[src/rtl/rvs192_hazard_ctrl_if.sv]
// Hazard controller port bundle: decoded ID fields and pipeline events in,
// PC/IF-ID/ID-EX controls and forwarding selects out.
interface rvs192_hazard_ctrl_if #(
    parameter int unsigned REG_ADDR_W = 5
);
    logic                  id_valid;
    logic [REG_ADDR_W-1:0] id_rs1;
    logic [REG_ADDR_W-1:0] id_rs2;
    logic                  id_rs1_used;
    logic                  id_rs2_used;
    logic [REG_ADDR_W-1:0] id_rd;
    logic                  id_reg_wen;
    logic                  id_cpu_read;
    logic                  ex_redirect;
    logic                  mem_busy;
    logic                  pc_en;
    logic                  ifid_en;
    logic                  idex_bubble;
    logic                  ifid_flush;
    logic [1:0]            fwd_a;
    logic [1:0]            fwd_b;

    modport master (
        output id_valid, id_rs1, id_rs2, id_rs1_used, id_rs2_used, id_rd,
               id_reg_wen, id_cpu_read, ex_redirect, mem_busy,
        input  pc_en, ifid_en, idex_bubble, ifid_flush, fwd_a, fwd_b
    );

    modport slave (
        input  id_valid, id_rs1, id_rs2, id_rs1_used, id_rs2_used, id_rd,
               id_reg_wen, id_cpu_read, ex_redirect, mem_busy,
        output pc_en, ifid_en, idex_bubble, ifid_flush, fwd_a, fwd_b
    );
endinterface

[src/rtl/rvs192_hazard_ctrl.sv]
// RVS192 ID-stage hazard controller: EX/MEM writer scoreboard, load-use stall,
// redirect flush sequencing, cache-miss freeze and operand forwarding selects.
module rvs192_hazard_ctrl #(
    parameter int unsigned FLUSH_CYCLES = 1,
    parameter int unsigned REG_ADDR_W   = 5
) (
    input logic                clk,
    input logic                rst_n,
    rvs192_hazard_ctrl_if.slave hz
);
    typedef enum logic [1:0] {StRun, StFlush, StHold} state_e;

    state_e state_q, state_d, saved_q, saved_d, cur;
    logic [1:0] cnt_q, cnt_d;

    logic                  ex_v_q, ex_ld_q, mem_v_q, mem_ld_q;
    logic [REG_ADDR_W-1:0] ex_rd_q, mem_rd_q;

    logic rs1_ex, rs2_ex, rs1_mem, rs2_mem;
    logic load_use, flushing, issue;

    always_comb begin
        rs1_ex  = hz.id_valid & hz.id_rs1_used & (hz.id_rs1 != '0) & ex_v_q &
                  (hz.id_rs1 == ex_rd_q);
        rs2_ex  = hz.id_valid & hz.id_rs2_used & (hz.id_rs2 != '0) & ex_v_q &
                  (hz.id_rs2 == ex_rd_q);
        rs1_mem = hz.id_valid & hz.id_rs1_used & (hz.id_rs1 != '0) & mem_v_q &
                  (hz.id_rs1 == mem_rd_q);
        rs2_mem = hz.id_valid & hz.id_rs2_used & (hz.id_rs2 != '0) & mem_v_q &
                  (hz.id_rs2 == mem_rd_q);
        load_use = (rs1_ex | rs2_ex) & ex_ld_q;
        // Releasing from HOLD behaves as the saved state in the same cycle.
        cur = (state_q == StHold) ? saved_q : state_q;
        flushing = (cur == StFlush) | hz.ex_redirect;
    end

    always_comb begin
        hz.pc_en       = 1'b0;
        hz.ifid_en     = 1'b0;
        hz.idex_bubble = 1'b0;
        hz.ifid_flush  = 1'b0;
        hz.fwd_a       = 2'b00;
        hz.fwd_b       = 2'b00;
        if (!rst_n) begin
            hz.idex_bubble = 1'b1;
            hz.ifid_flush  = 1'b1;
        end else if (hz.mem_busy) begin
            hz.pc_en = 1'b0;
        end else if (flushing) begin
            hz.pc_en       = 1'b1;
            hz.ifid_en     = 1'b1;
            hz.idex_bubble = 1'b1;
            hz.ifid_flush  = 1'b1;
        end else if (load_use) begin
            hz.idex_bubble = 1'b1;
        end else begin
            hz.pc_en   = 1'b1;
            hz.ifid_en = 1'b1;
        end
        // A load match in EX shadows any older MEM match on that operand.
        if (!hz.idex_bubble) begin
            if (rs1_ex)       hz.fwd_a = ex_ld_q ? 2'b00 : 2'b01;
            else if (rs1_mem) hz.fwd_a = 2'b10;
            if (rs2_ex)       hz.fwd_b = ex_ld_q ? 2'b00 : 2'b01;
            else if (rs2_mem) hz.fwd_b = 2'b10;
        end
        issue = hz.id_valid & hz.id_reg_wen & (hz.id_rd != '0) &
                ~hz.idex_bubble & ~hz.ifid_flush;
    end

    always_comb begin
        state_d = state_q;
        saved_d = saved_q;
        cnt_d   = cnt_q;
        if (hz.mem_busy) begin
            state_d = StHold;
            saved_d = cur;
        end else begin
            unique case (cur)
                StRun: begin
                    state_d = StRun;
                    if (hz.ex_redirect && FLUSH_CYCLES > 1) begin
                        state_d = StFlush;
                        cnt_d   = 2'(FLUSH_CYCLES - 1);
                    end
                end
                StFlush: begin
                    if (cnt_q <= 2'd1) begin
                        state_d = StRun;
                        cnt_d   = 2'd0;
                    end else begin
                        state_d = StFlush;
                        cnt_d   = cnt_q - 2'd1;
                    end
                end
                default: state_d = StRun;
            endcase
        end
    end

    always_ff @(posedge clk or negedge rst_n) begin
        if (!rst_n) begin
            state_q <= StRun;
            saved_q <= StRun;
            cnt_q   <= 2'd0;
        end else begin
            state_q <= state_d;
            saved_q <= saved_d;
            cnt_q   <= cnt_d;
        end
    end

    always_ff @(posedge clk or negedge rst_n) begin
        if (!rst_n) begin
            ex_v_q   <= 1'b0;
            ex_rd_q  <= '0;
            ex_ld_q  <= 1'b0;
            mem_v_q  <= 1'b0;
            mem_rd_q <= '0;
            mem_ld_q <= 1'b0;
        end else if (!hz.mem_busy) begin
            mem_v_q  <= ex_v_q;
            mem_rd_q <= ex_rd_q;
            mem_ld_q <= ex_ld_q;
            ex_v_q   <= issue;
            ex_rd_q  <= hz.id_rd;
            ex_ld_q  <= hz.id_cpu_read;
        end
    end
endmodule

[src/flat_wrapper.sv]
// flat-port wrapper written by rule: the top's interface ports become plain ports
module rvs192_hazard_ctrl_flat 
#(
    parameter int unsigned FLUSH_CYCLES = 1,
    parameter int unsigned REG_ADDR_W   = 5
)
  (clk, rst_n, hz_id_valid, hz_id_rs1, hz_id_rs2, hz_id_rs1_used, hz_id_rs2_used, hz_id_rd, hz_id_reg_wen, hz_id_cpu_read, hz_ex_redirect, hz_mem_busy, hz_pc_en, hz_ifid_en, hz_idex_bubble, hz_ifid_flush, hz_fwd_a, hz_fwd_b);
  rvs192_hazard_ctrl_if #(.REG_ADDR_W(REG_ADDR_W)) hz_i ();
  input logic clk;
  input logic rst_n;
  input wire logic [$bits(hz_i.id_valid)-1:0] hz_id_valid;
  input wire logic [$bits(hz_i.id_rs1)-1:0] hz_id_rs1;
  input wire logic [$bits(hz_i.id_rs2)-1:0] hz_id_rs2;
  input wire logic [$bits(hz_i.id_rs1_used)-1:0] hz_id_rs1_used;
  input wire logic [$bits(hz_i.id_rs2_used)-1:0] hz_id_rs2_used;
  input wire logic [$bits(hz_i.id_rd)-1:0] hz_id_rd;
  input wire logic [$bits(hz_i.id_reg_wen)-1:0] hz_id_reg_wen;
  input wire logic [$bits(hz_i.id_cpu_read)-1:0] hz_id_cpu_read;
  input wire logic [$bits(hz_i.ex_redirect)-1:0] hz_ex_redirect;
  input wire logic [$bits(hz_i.mem_busy)-1:0] hz_mem_busy;
  output wire logic [$bits(hz_i.pc_en)-1:0] hz_pc_en;
  output wire logic [$bits(hz_i.ifid_en)-1:0] hz_ifid_en;
  output wire logic [$bits(hz_i.idex_bubble)-1:0] hz_idex_bubble;
  output wire logic [$bits(hz_i.ifid_flush)-1:0] hz_ifid_flush;
  output wire logic [$bits(hz_i.fwd_a)-1:0] hz_fwd_a;
  output wire logic [$bits(hz_i.fwd_b)-1:0] hz_fwd_b;
  assign hz_i.id_valid = hz_id_valid;
  assign hz_i.id_rs1 = hz_id_rs1;
  assign hz_i.id_rs2 = hz_id_rs2;
  assign hz_i.id_rs1_used = hz_id_rs1_used;
  assign hz_i.id_rs2_used = hz_id_rs2_used;
  assign hz_i.id_rd = hz_id_rd;
  assign hz_i.id_reg_wen = hz_id_reg_wen;
  assign hz_i.id_cpu_read = hz_id_cpu_read;
  assign hz_i.ex_redirect = hz_ex_redirect;
  assign hz_i.mem_busy = hz_mem_busy;
  assign hz_pc_en = hz_i.pc_en;
  assign hz_ifid_en = hz_i.ifid_en;
  assign hz_idex_bubble = hz_i.idex_bubble;
  assign hz_ifid_flush = hz_i.ifid_flush;
  assign hz_fwd_a = hz_i.fwd_a;
  assign hz_fwd_b = hz_i.fwd_b;
  rvs192_hazard_ctrl #(.FLUSH_CYCLES(FLUSH_CYCLES), .REG_ADDR_W(REG_ADDR_W)) u_core (.clk(clk), .rst_n(rst_n), .hz(hz_i));
endmodule
[config.mk]
export PLATFORM = sky130hd
export DESIGN_NAME = rvs192_hazard_ctrl_flat
export DESIGN_NICKNAME = d
export VERILOG_FILES = /design/src/rtl/rvs192_hazard_ctrl_if.sv /design/src/rtl/rvs192_hazard_ctrl.sv /design/src/flat_wrapper.sv
export SDC_FILE = /design/constraint.sdc
export NUM_CORES = 1
export LEC_CHECK = 0
export CORE_MARGIN = 4
export CORE_UTILIZATION = 61
export CTS_BUF_LIST = sky130_fd_sc_hd__clkbuf_16
export DETAILED_ROUTE_END_ITERATION = 10
export DONT_BUFFER_PORTS = 1
export GPL_ROUTABILITY_DRIVEN = 0
export HOLD_SLACK_MARGIN = 0.03
export PLACE_DENSITY_LB_ADDON = 0.15
export SYNTH_ARGS = -nofsm -noshare
export SYNTH_HDL_FRONTEND = slang
export SYNTH_SLANG_ARGS = --single-unit
[constraint.sdc]
create_clock -name clk -period 1.8 [get_ports clk]
set_input_delay 0.18 -clock clk [delete_from_list [all_inputs] [get_ports clk]]
set_output_delay 0.18 -clock clk [all_outputs]
set_load 0.01 [all_outputs]
==> flow_summary.yaml <==
worst_hold_path:
  worstHoldPathCells: 2
  hold_path.startpoint: "hz_mem_busy"
  hold_path_class: "in2reg"
yosys:
  post_synth_and_or_nand_nor_area_fraction_pct: 15.6
  yosysWarnings: 0
  seq_area_frac_synth_pct: 43.1
  dominantRegCellSynth: "sky130_fd_sc_hd__dfrtp_1"
  synth.lib_cells_used.distinct: 31
  synth_compound_gate_area_share_pct: 9.76
  async_set_reset_flop_share_out_of_synthesis_pct: 100
  synth_seq_cells: 19
  dominant_combinational_cell_family_by_area_after_synthesis: "XOR/XNOR gates"
  mappedNetlistArea_um2: 1100
  synth.avg_cell_area_um2: 10.7
  multiplexer_share_of_the_synthesized_area_pct: 13.3
  synth_enable_flop_cells: 0
  synth_xor_xnor_area_share_pct: 15.9
  synth-adder-area-share_pct: 0
  netlist_instances: 103
  synth.net_count: 127
drt:
  avgViaCountPerCell: 6.23
  detail_route.drc_violations: 0
  drt_iter0_drc: 27
  wl_um: 2900
  wire_per_inst_um: 20.6
  detailedRoute.firstPassIterationCount: 4
  routed-via-count: 879
  route.antenna.remaining_nets: 0
critical_path:
  cp-start-kind: "flip-flop"
  r2r_start: "u_core.ex_rd_q[3]$_DFFE_PN0N_"
  critical_path_cell_count: 5
  worst_path_max_delay_cell: "sky130_fd_sc_hd__dfrtp_1"
  critPathTopFamily: "simple AND/OR/NAND/NOR gates"
  worst_path_largest_cell_delay_ns: 0.40
  critical_path_class: "reg2out"
  worst_r2r_path_depth: 5
  worstPathMaxFanout: 2
  critical_path_cell_list: "xor2_1 > nor4_2 > and4_1 > nor2_2 > o211a_4"
  timing.critical_path.from: "u_core.ex_rd_q[3]$_DFFE_PN0N_"
  critical_path.endpoint_type: "output port"
  crit_buf_inv: 0
  crit_arrival_ns: 1.72
  worst_path_required_ns: 1.62
grt:
  antenna_found_initial: 0
  vias_in_the_first_global_route: 896
  grt_pass1_wl_um: 4320
  grt_start_max_net_pins: 20
  grtUsageTotal_pct: 23.2
  overflow: 0
floorplan:
  die_area_um2: 2550
  boundaryPins: 32
  core_area_um2: 1730
  floorplan.die.height_um: 50.5
  die_width_um: 50.5
  effective_utilization_at_floorplan_pct: 63.8
  num_rows: 15
timing:
  slew_headroom_pct: 42.7
  worst-slew-pin-transition_ns: 0.857
  finalMaxSlewViolations: 0
  timing_hold_violations_final: 0
  finalWorstPathRequiredPeriod_ns: 1.90
  finalClockSkew_ns: 0.00315
  clock.fmax_mhz: 525
  timing.final.ws_setup_ns: -0.104
  setup_viol: 7
  rsz0062_at_grt: "yes"
  final.setup.tns_ns: -0.523
  final.period_utilization_pct: 106
clocking:
  cts-htree-levels: 1
  cts_buf_count: 3
  clockRootBuffer: "sky130_fd_sc_hd__clkbuf_16"
  clk_pin_slew_ns: 0.05
  insertion_delay_ns: 0.25
  clock_sink_count: 19
  clockBufferDepth: 2
  cts_tree: "done"
layout:
  fin_nets: 141
  post_route_cells_drive_above_1_share_pct: 37.1
  final_area_um2: 1390
  area.growth.synth_to_final_pct: 25.9
  num_antenna_cells: 0
  finish.utilization_pct: 80.4
power_and_ir_drop:
  seq_power_share_pct: 43.7
  clkPwrFrac_pct: 38.9
  power.static_leakage_nw: 0.578
  power_switching_mw: 0.275
  intPower_mw: 0.870
  netSwitchingFraction_pct: 24.0
  worst_ir_drop_vdd_v: 0.000729
  powerDensity_nw_per_um2: 825
  combPwrFrac_pct: 17.4
placed_design:
  dp_hpwl_um: 1760
  placement.io_buffers: 0
  post_dp_cell_area_um2: 1160
status:
  violations: "negative setup slack"
  outcome: "complete, but fails checks"
flow_run:
  drv_cap: 0
## cells by family (layout without fill, tap and decap cells)
group / after synthesis / in the layout
simple gates: 30 / 30
xor+xnor: 20 / 20
buf+inv: 6 / 19
compound gates: 15 / 15
flops: 19 / 19
mux: 13 / 13
## power by group through the flow
stage	Clock [mW]	Sequential, mW	Combinational (mW)
2_1_floorplan	0	0.499	0.123
3_3_place_gp	0	0.506	0.138
3_5_place_dp	0	0.508	0.142
4_1_cts	0.453	0.498	0.184
5_1_grt	0.471	0.505	0.217
6_report	0.445	0.501	0.199
## layout by cell type (no fill, tap or decap), types with 3 or more instances in the layout
| cell | count |
|---|---|
| sky130_fd_sc_hd__nand4_1 | 3 |
| sky130_fd_sc_hd__inv_1 | 4 |
| sky130_fd_sc_hd__buf_4 | 10 |
| sky130_fd_sc_hd__nor2_1 | 4 |
| sky130_fd_sc_hd__nand3_1 | 3 |
| sky130_fd_sc_hd__nand2_1 | 5 |
| sky130_fd_sc_hd__xnor2_2 | 3 |
| sky130_fd_sc_hd__xor2_1 | 9 |
| sky130_fd_sc_hd__dfrtp_1 | 18 |
| sky130_fd_sc_hd__mux2_2 | 13 |
| sky130_fd_sc_hd__o21ai_0 | 4 |
| sky130_fd_sc_hd__xnor2_1 | 8 |
| sky130_fd_sc_hd__clkbuf_16 | 3 |
## flip-flops by register name, indices dropped and copies added, names as in the netlist
name,cells
u_core.saved_q,2
u_core.state_q,2
u_core.ex_v_q,1
u_core.cnt_q,2
u_core.mem_v_q,1
u_core.mem_rd_q,5
u_core.ex_ld_q,1
u_core.ex_rd_q,5
## worst reg2reg max path: stages (launching register included)
cell and delay, ns:
sky130_fd_sc_hd__dfrtp_1 0.40, sky130_fd_sc_hd__xor2_1 0.15, sky130_fd_sc_hd__nor4_2 0.32, sky130_fd_sc_hd__and4_1 0.28
sky130_fd_sc_hd__o21ai_0 0.11, sky130_fd_sc_hd__a22o_1 0.20
## cell usage after synthesis (all sizes together), types with 3 or more instances
master,number,area [um2]
dfrtp,19,475
inv,3,11.3
mux2,13,146
nand2,5,18.8
nand3,3,15.0
nand4,3,18.8
nor2,5,18.8
nor3,5,30.0
o21ai,5,25.0
xnor2,11,96.3
xor2,9,78.8
## timing repair
item,4_1_cts,5_1_grt
buffers inserted,4,0
pin swaps,12,4
gates resized for setup,12,6
hold buffers,2,0
hold endpoints to repair,21,0
setup endpoints to repair,8,8
## metrics by stage
step,setup WS (ns),cells,hold WS [ns],total power [mW]
floorplan,0.0584,103,-0.116,0.623
global placement,0.0825,131,-0.115,0.644
detailed placement,0.0280,131,-0.115,0.650
CTS,-0.0828,141,0.0461,1.14
global route,-0.180,141,0.0566,1.19
finish,-0.104,141,0.0498,1.15
## final timing paths
| check | to | slack [ns] |
|---|---|---|
| max in group asynchronous | u_core.state_q[0]$_DFF_PN0_ | 0.73 |
| min in group asynchronous | u_core.mem_rd_q[0]$_DFFE_PN0N_ | 0.49 |
| worst min-delay path | u_core.saved_q[0]$_DFFE_PN0P_ | 0.05 |
| worst min register to register | u_core.cnt_q[1]$_DFFE_PN0P_ | 0.49 |
| worst max-delay path | hz_ifid_en | -0.10 |
| worst max register to register | u_core.ex_v_q$_DFFE_PN0N_ | 0.22 |
## routing by layer
metal	wire (um)	vias up	track usage (%)
li1	-	401	-
met4	82	0	8.07
met1	1080	426	27.3
met3	231	8	7.72
met2	1510	44	39.6
met5	0	-	0
## cell type report
cell class	instances	area, um2
multi-input cells	78	694
repair buffers	12	95.1
clock inverters	1	3.75
clock buffers	3	75.1
flip-flops and latches	19	477
inverters	3	11.3
well taps	25	31.3
fillers	114	339
No activity file was read; power rests on OpenSTA's default activity.
